**src/rtl/muladd_pkg.sv**
```systemverilog
// Shared arithmetic definitions for the sequential multiply-accumulate unit.
// Holds the common operand width (matched with the divider) and the FSM state type.
package muladd_pkg;

  // Operand width shared with the sequential divider.
  localparam int unsigned W = 8;

  // Result / accumulator width.
  localparam int unsigned ACC_W = 2 * W;

  // Iteration counter width, wide enough to hold 0..W.
  localparam int unsigned CNT_W = $clog2(W + 1);

  typedef enum logic {
    IDLE = 1'b0,
    RUN  = 1'b1
  } state_e;

endpackage : muladd_pkg

```
**src/rtl/muladd.sv**
```systemverilog
// Sequential shift-add multiply-accumulate: p = a*b + c, one multiplier bit per clock.
// Closes the loop on divider results (quotient*divisor + remainder = dividend).
//
// Ports:
//   clk    - rising-edge clock
//   reset  - synchronous active-high reset
//   start  - request, sampled only while ready=1
//   a      - multiplicand (W bits)
//   b      - multiplier (W bits)
//   c      - addend, zero-extended (W bits)
//   p      - result a*b+c (2W bits), valid while ready=1
//   ready  - 1 = idle with p holding the last result, 0 = computing
module muladd
  import muladd_pkg::*;
(
  input  logic             clk,
  input  logic             reset,
  input  logic             start,
  input  logic [W-1:0]     a,
  input  logic [W-1:0]     b,
  input  logic [W-1:0]     c,
  output logic [ACC_W-1:0] p,
  output logic             ready
);

  state_e             state_q, state_d;
  logic [W-1:0]       a_q, a_d;
  logic [W-1:0]       b_q, b_d;
  logic [ACC_W-1:0]   acc_q, acc_d;
  logic [CNT_W-1:0]   cnt_q, cnt_d;
  logic [ACC_W-1:0]   p_q, p_d;
  logic               ready_q, ready_d;

  logic [ACC_W-1:0]   addend;
  logic [ACC_W-1:0]   acc_sum;

  // One partial product per RUN cycle; b_q is shifted so bit 0 is always the current bit.
  always_comb begin
    addend  = b_q[0] ? (ACC_W'(a_q) << cnt_q) : '0;
    acc_sum = acc_q + addend;
  end

  // State and datapath registers.
  always_ff @(posedge clk) begin
    if (reset) begin
      state_q <= IDLE;
      a_q     <= '0;
      b_q     <= '0;
      acc_q   <= '0;
      cnt_q   <= '0;
      p_q     <= '0;
      ready_q <= 1'b1;
    end else begin
      state_q <= state_d;
      a_q     <= a_d;
      b_q     <= b_d;
      acc_q   <= acc_d;
      cnt_q   <= cnt_d;
      p_q     <= p_d;
      ready_q <= ready_d;
    end
  end

  // Next-state and datapath control.
  always_comb begin
    state_d = state_q;
    a_d     = a_q;
    b_d     = b_q;
    acc_d   = acc_q;
    cnt_d   = cnt_q;
    p_d     = p_q;
    ready_d = ready_q;

    unique case (state_q)
      IDLE: begin
        if (start) begin
          a_d     = a;
          b_d     = b;
          acc_d   = ACC_W'(c);
          cnt_d   = '0;
          state_d = RUN;
          ready_d = 1'b0;
        end
      end
      RUN: begin
        acc_d = acc_sum;
        b_d   = b_q >> 1;
        cnt_d = cnt_q + CNT_W'(1);
        // p is only written here, so it never shows a partial sum.
        if (cnt_q == CNT_W'(W - 1)) begin
          p_d     = acc_sum;
          state_d = IDLE;
          ready_d = 1'b1;
        end
      end
      default: begin
        state_d = IDLE;
        ready_d = 1'b1;
      end
    endcase
  end

  assign p     = p_q;
  assign ready = ready_q;

endmodule : muladd

```
**config.mk**
```make
export PLATFORM = sky130hd
export DESIGN_NAME = muladd
export DESIGN_NICKNAME = d
export VERILOG_FILES = /design/src/rtl/muladd_pkg.sv /design/src/rtl/muladd.sv
export SDC_FILE = /design/constraint.sdc
export NUM_CORES = 1
export LEC_CHECK = 0
export ABC_AREA = 1
export CAP_MARGIN = 25
export CORE_MARGIN = 8
export CORE_UTILIZATION = 50
export DETAILED_ROUTE_END_ITERATION = 8
export PLACE_DENSITY = 0.73
export SYNTH_ARGS = -nofsm -noshare
export SYNTH_HDL_FRONTEND = slang
export SYNTH_SLANG_ARGS = --single-unit
```
**constraint.sdc**
```tcl
create_clock -name clk -period 6 [get_ports clk]
set_clock_uncertainty 0.2 [all_clocks]
set_input_delay 1.5 -clock clk [delete_from_list [all_inputs] [get_ports clk]]
set_output_delay 1.5 -clock clk [all_outputs]
set_load 0.02 [all_outputs]
```
Yosys cells after proc, flatten, opt, wreduce, memory -nomap -nowiden --
Index checks and enable logic that the tools add are counted.
Storage, ports and cells: output and inout bits 17, register bits 54, logic and storage cells 30, input bits 27
Cells by class: bitwise gates (word level) 1, equality and inequality tests 3, reductions and logical operators 3, mux-type cells 13, $add $sub $neg 2, shift operators 1
Operators by type and width (count):
- $mux W16 | 2
- $pmux W16 S2 | 1
- $add A16 B16 Y16 | 1
- $pmux W8 S2 | 1
- $shl A8 B4 Y16 | 1
- $mux W8 | 1
- $pmux W4 S2 | 1
- $reduce_and A2 Y1 | 3
- $add A4 B1 Y4 const B | 1
- $eq A4 B3 Y1 const B | 1
- $mux W1 | 4
- $mux W4 | 1
- $pmux W1 S2 | 2
- $ne A2 B1 Y1 const B | 1
- $ne A2 B2 Y1 const B | 1
- $not A1 Y1 | 1

Logic depth before layout (Yosys ltp) --
Gate-level depths: netlist of run 1.
word-level depth 4, mapped depth 21, depth with buffers taken out 19

Worst setup path after synthesis of run 1 --
OpenSTA, ideal clock, no wires.
path kind input port to flip-flop, start input reset, end register a_q[4], required time 5.736 ns, slack 3.424 ns, arrival time 2.312 ns, path buffers 3, stages on the path 6, setup time 0.064 ns, cells stage by stage buf_2 > inv_1 > clkbuf_1 > buf_2 > o21ai_0 > nor2_1
RTL lines:
- from (decl) | RTL line muladd.sv:17 | input logic reset,
- to (signal assigned) | RTL line muladd.sv:47 | a_q <= '0;
- to (signal assigned) | RTL line muladd.sv:55 | a_q <= a_d;
- to (decl) | RTL line muladd.sv:27 | logic [W-1:0] a_q, a_d;

==> results of run 1 <==
==> cell usage after synthesis (3+ instances only) <==
cell type  number
nor3_1          5
a21oi_1        24
a22oi_1         7
inv_1          40
nand2_1       163
dfxtp_1        54
nand2_2         5
a31oi_1         8
or2_1           3
buf_2          10
o21ai_0        25
nor2_1         39
xor2_1          3
o22ai_1         3
a21oi_2         3
inv_2           5
nand4_1         3
nand3_1        34
ha_1           16
nand3_2         8
xnor2_1         4
a22o_1          4
buf_6           4
nor2_2          4
or2_2           3
==> layer usage <==
layer	up-vias	share of wire	wire length, um
li1	1684	-	-
met1	1414	0.49	4050
met2	97	0.44	3690
met3	10	0.059	495
met4	0	0.012	104
met5	-	0	0
==> flip-flops by register name, summed over array words and instances, names as in the netlist <==
register and cells:
ready 1, b_q 8, acc_q 16, a_q 8, state_q 1, cnt_q 4
p 16
==> final timing paths <==
path,startpoint,end,cells after the start
hold reg to reg,p[9],p[9],2
setup reg to reg,cnt_q[0],acc_q[15],14
hold / removal,p[9],p[9],2
setup / recovery,reset,p[7],5
==> kinds of logic after synthesis <==
logic type | Yosys count
compound gates | 78
xor+xnor | 7
fa+ha+maj | 17
buf+inv | 66
flops | 54
mux | 1
simple gates | 274
==> stage by stage <==
| stage | util | instances |
|---|---|---|
| 2_1_floorplan | - | 497 |
| 3_3_place_gp | 0.568 | 601 |
| 3_5_place_dp | 0.568 | 601 |
| 4_1_cts | 0.584 | 609 |
| 5_1_grt | 0.588 | 610 |
| 6_report | 0.588 | 610 |
==> area by class of cell <==
type                       instances  area share
inverter                          46      0.0449
timing repair buffer              45       0.119
sequential                        54       0.277
clock buffer                       7      0.0195
clock inverter                     1     0.00769
tap                               80      0.0256
multi-input combinational        377       0.506
==> worst max-delay path: cells and delay by family <==
family | cells | cell delay (ns)
buf+inv | 3 | 1.71
simple gates | 1 | 0.24
compound gates | 1 | 0.21
==> power breakdown <==
group          total [mW]  internal (mW)  switching, mW  leakage (nW)
registers           0.383          0.371         0.0121         0.440
clock network       0.242          0.125          0.117        0.0524
logic               0.112         0.0464         0.0655          1.34
==> flow_summary.json, run 1 <==
{
  "crit_slowest_cell": "clkdlybuf4s50_1",
  "ys_types": 43,
  "fin_crit_ns": 3.66,
  "area_growth_pct": 15.8,
  "cp-start-kind": "input pin",
  "grt_setup_unrepaired": "false",
  "seq_area_um2": 1080,
  "final_common_cell": "nand2_1",
  "cts.htree.levels": 2,
  "syn-cell-area_um2": 3370,
  "hold_ws_ns": 0.257,
  "dp_slack_ns": 2.01,
  "fmax_mhz": 273,
  "dpl.hpwl_um": 6370,
  "finalSetupViolations": 0,
  "cap_violations": 0,
  "numPortBuffers": 43,
  "clock_latency_ns": 0.30,
  "slew_violations": 0,
  "max_stage_delay_ns": 1.03,
  "power_density_nw_per_um2": 189,
  "synth-async-reset-ratio": 0,
  "vdd_drop_max_v": 0.000107,
  "slew_headroom": 0.428,
  "fin_setup_tns_ns": 0,
  "antenna_cells": 0,
  "clk_path_buf_depth": 2,
  "synth.area.top_cells": "dfxtp_1, nand2_1, ha_1, nand3_1, inv_1",
  "status": "finished clean",
  "track_usage": 0.179,
  "met3_usage": 0.0306,
  "hold_viol_final": 0,
  "clk_pin_slew_ns": 0.10,
  "arrival_ns": 3.67,
  "core_region_area_um2": 6640,
  "grt_antenna_before_repair": 0,
  "synth_compound_area_frac": 0.136,
  "cts.sinks": 54,
  "synthMuxAreaShare": 0.00297,
  "synth_top_area_frac": 0.321,
  "dieHeight_um": 98.1,
  "design_area_um2": 3910,
  "grt_overflow_total": 0,
  "drive_gt1_frac": 0.0774,
  "cts_tree": "yes",
  "crit_type": "in -> reg",
  "power_mw": 0.737,
  "antenna_left": 0,
  "min_path_type": "reg -> reg",
  "syn_avg_cell_area_um2": 6.78,
  "end_kind": "flop",
  "dr.pass1.iters": 4,
  "fin_ws_ns": 2.34,
  "nets": 573,
  "crit_fanout": 20,
  "syn_inst": 497,
  "worst_pin_slew_ns": 0.855,
  "cts_resized": 0,
  "root_buffer": "clkbuf_8",
  "r2r_slack_ns": 2.82,
  "grt_max_degree": 28,
  "ioPinCount": 44,
  "drc": 0,
  "grt.met2_usage": 0.291,
  "grt_busiest_layer": "met2",
  "synth-seq-cells": 54,
  "die-area_um2": 9630,
  "placed_area_um2": 3770,
  "ys.flop_type": "dfxtp_1",
  "synth_xor_area_frac": 0.0182,
  "gr-usage-met1": 0.239,
  "synth_top_family_by_area": "simple AND/OR/NAND/NOR gates",
  "synth-edff-count": 0,
  "wl_per_cell_um": 13.7,
  "mostFrequentLayoutCells": "nand2_1, dfxtp_1, clkdlybuf4s50_1, inv_1, nor2_1",
  "crit_chain": "clkdlybuf4s50_1 > inv_1 > nand2_2 > inv_2 > a22o_1",
  "postCtsHoldBufs": 0,
  "crit_required_ns": 6.01,
  "synth.largest_area_cell": "dfxtp_1",
  "multiInputGateArea_um2": 1980,
  "cts_setup_buffers": 0,
  "drt_iter0_drc": 186,
  "initial_core_util": 0.508,
  "cts_inserted_buffers": 5,
  "yosys.area_share.simple": 0.364,
  "dr_total_vias": 3205,
  "synthAdderAreaFrac": 0.0653,
  "drt-total-wl_um": 8330,
  "synth_nets": 541,
  "row_count": 30,
  "grt_pass1_wl_um": 14500,
  "period_share": 0.610,
  "die_width_um": 98.1,
  "leakage_nw": 1.83,
  "ys_seq_area_frac": 0.321,
  "synth_warnings": 0,
  "grt_pass1_vias": 3054,
  "vias_per_cell": 5.25,
  "fillerInstances": 644,
  "gp_congestion": 0.924
}
Power figures use the tool's default switching activity.
==> inputs of run 2 (changes only) <==
--- a/config.mk
+++ b/config.mk
@@ -10,7 +10,7 @@
 export CORE_MARGIN = 8
 export CORE_UTILIZATION = 50
 export DETAILED_ROUTE_END_ITERATION = 8
-export PLACE_DENSITY = 0.73
+export PLACE_DENSITY = 0.76
 export SYNTH_ARGS = -nofsm -noshare
 export SYNTH_HDL_FRONTEND = slang
 export SYNTH_SLANG_ARGS = --single-unit
==> constraint.sdc (replaced) <==
create_clock -name clk -period 3.2 [get_ports clk]
set_clock_uncertainty 0.2 [all_clocks]
set_input_delay 0.8 -clock clk [delete_from_list [all_inputs] [get_ports clk]]
set_output_delay 0.8 -clock clk [all_outputs]
set_load 0.02 [all_outputs]
==> flow_summary.json, run 2 (same netlist as run 1, synthesis figures left out) <==
{
  "nets": 579,
  "core_region_area_um2": 6640,
  "clkPwrFrac": 0.305,
  "area_growth_pct": 16.4,
  "fin_crit_ns": 2.85,
  "slew_headroom": 0.632,
  "status": "finished clean",
  "reg2reg_from": "cnt_q[0]",
  "ioPinCount": 44,
  "internal-power_mw": 0.960,
  "grt_pass1_wl_um": 15200,
  "row_count": 30,
  "finalSetupViolations": 0,
  "grt_pass1_vias": 3194,
  "min_path_type": "reg -> reg",
  "antenna_left": 0,
  "hp-start": "p[10]",
  "crit_required_ns": 3.25,
  "crit_slowest_cell": "dfxtp_4",
  "clk_path_buf_depth": 2,
  "mostFrequentLayoutCells": "nand2_1, dfxtp_1, clkdlybuf4s50_1, inv_1, nor2_1",
  "drive_gt1_frac": 0.0933,
  "cts.sinks": 54,
  "fillerInstances": 659,
  "cts_resized": 0,
  "leakage_nw": 1.85,
  "wl_per_cell_um": 14.2,
  "postCtsHoldBufs": 0,
  "dr.pass1.iters": 4,
  "gp_congestion": 0.972,
  "seq_area_um2": 1080,
  "fin_setup_tns_ns": 0,
  "drt-total-wl_um": 8780,
  "power_frac_comb": 0.159,
  "final_common_cell": "nand2_1",
  "grt_overflow_total": 0,
  "crit_fanout": 11,
  "clock_latency_ns": 0.31,
  "cap_violations": 0,
  "arrival_ns": 2.90,
  "dieHeight_um": 98.1,
  "root_buffer": "clkbuf_8",
  "slew_violations": 0,
  "clk_pin_slew_ns": 0.10,
  "track_usage": 0.189,
  "drt_iter0_drc": 256,
  "worst_pin_slew_ns": 0.552,
  "dpl.hpwl_um": 6930,
  "grt_max_degree": 25,
  "end_kind": "flop",
  "cts_tree": "yes",
  "die-area_um2": 9630,
  "power_frac_seq": 0.536,
  "critical_path.startpoint": "cnt_q[0]",
  "cp-start-kind": "flop",
  "antenna_cells": 0,
  "crit_chain": "clkinv_4 > nand2_1 > nor2_1 > nand2_1 > nor2_1 > ha_1 > inv_1 > fa_1 > inv_1 > nand3_1 > nand2_1 > nand2_1 > nand2_1 > nand2_1 > nand2_1 > or2_1 > nand3_1 > a21oi_1",
  "max_stage_delay_ns": 0.40,
  "drc": 0,
  "crit_top_cell": "nand2_1",
  "vias_per_cell": 5.34,
  "power_density_nw_per_um2": 343,
  "grt_setup_unrepaired": "false",
  "hold_viol_final": 0,
  "cts_setup_buffers": 0,
  "crit_type": "reg -> reg",
  "dr_total_vias": 3291,
  "switching_power_mw": 0.386,
  "vdd_drop_max_v": 0.000235,
  "die_width_um": 98.1,
  "numPortBuffers": 43,
  "cts_inserted_buffers": 5,
  "multiInputGateArea_um2": 1980,
  "period_share": 0.890,
  "swShare": 0.287,
  "grt_antenna_before_repair": 0,
  "fin_util": 0.591,
  "initial_core_util": 0.508,
  "fmax_mhz": 351,
  "cts.htree.levels": 2
}
## run 2: power by group through the flow
stage | combinational (mW) | clock, mW | sequential (mW)
global placement | 0.209 | 0 | 0.736
global route | 0.240 | 0.442 | 0.725
floorplan | 0.150 | 0 | 0.726
detailed placement | 0.212 | 0 | 0.737
finish | 0.214 | 0.410 | 0.722
CTS | 0.213 | 0.416 | 0.721
## run 2: final timing paths
path                                  to  depth (start not counted)  slack, ns
worst max-delay path            acc_q[8]                         18       0.35
worst min-delay path               p[10]                          2       0.26
worst max register to register  acc_q[8]                         18       0.35
worst min register to register     p[10]                          2       0.26
## run 2: cell type report
type / count / area share
Timing Repair Buffer: 51 / 0.125
Clock buffer: 6 / 0.0210
Inverter: 46 / 0.0453
Tap cell: 80 / 0.0255
Sequential cell: 54 / 0.276
Multi-Input combinational cell: 377 / 0.504
Clock inverter: 2 / 0.00319
## run 2: through the flow
stage / hold WS (ns) / cells / cell area, um2 / setup slack [ns] / total power, mW
2_1_floorplan: 0.245 / 497 / 3370 / 0.655 / 0.876
3_3_place_gp: 0.238 / 608 / 3820 / 0.278 / 0.946
3_5_place_dp: 0.238 / 608 / 3820 / 0.257 / 0.949
4_1_cts: 0.260 / 616 / 3920 / 0.231 / 1.35
5_1_grt: 0.282 / 616 / 3930 / 0.0505 / 1.41
6_report: 0.259 / 616 / 3930 / 0.352 / 1.35
## run 2: metal layers
metal,vias to the layer above,global-route usage,routed length [um]
li1,1693,-,-
met1,1507,0.238,4210
met2,81,0.315,3990
met3,10,0.0434,486
met4,0,0.0492,90
met5,-,0,0
## run 2: worst max-delay path, delay by kind of cell (launching register included)
| family | cells | cell delay, ns |
|---|---|---|
| simple gates | 12 | 1.15 |
| fa+ha+maj | 2 | 0.60 |
| buf+inv | 3 | 0.29 |
| compound gates | 1 | 0.14 |
| flops | 1 | 0.40 |
==> inputs of run 3 (changes only) <==
--- a/config.mk
+++ b/config.mk
@@ -11,6 +11,7 @@
 export CORE_UTILIZATION = 50
 export DETAILED_ROUTE_END_ITERATION = 8
 export PLACE_DENSITY = 0.76
+export SKIP_CTS_REPAIR_TIMING = 1
 export SYNTH_ARGS = -nofsm -noshare
 export SYNTH_HDL_FRONTEND = slang
 export SYNTH_SLANG_ARGS = --single-unit
==> results of run 3 <==
The final DEF is identical to that of run 2; final timing and power are the same.
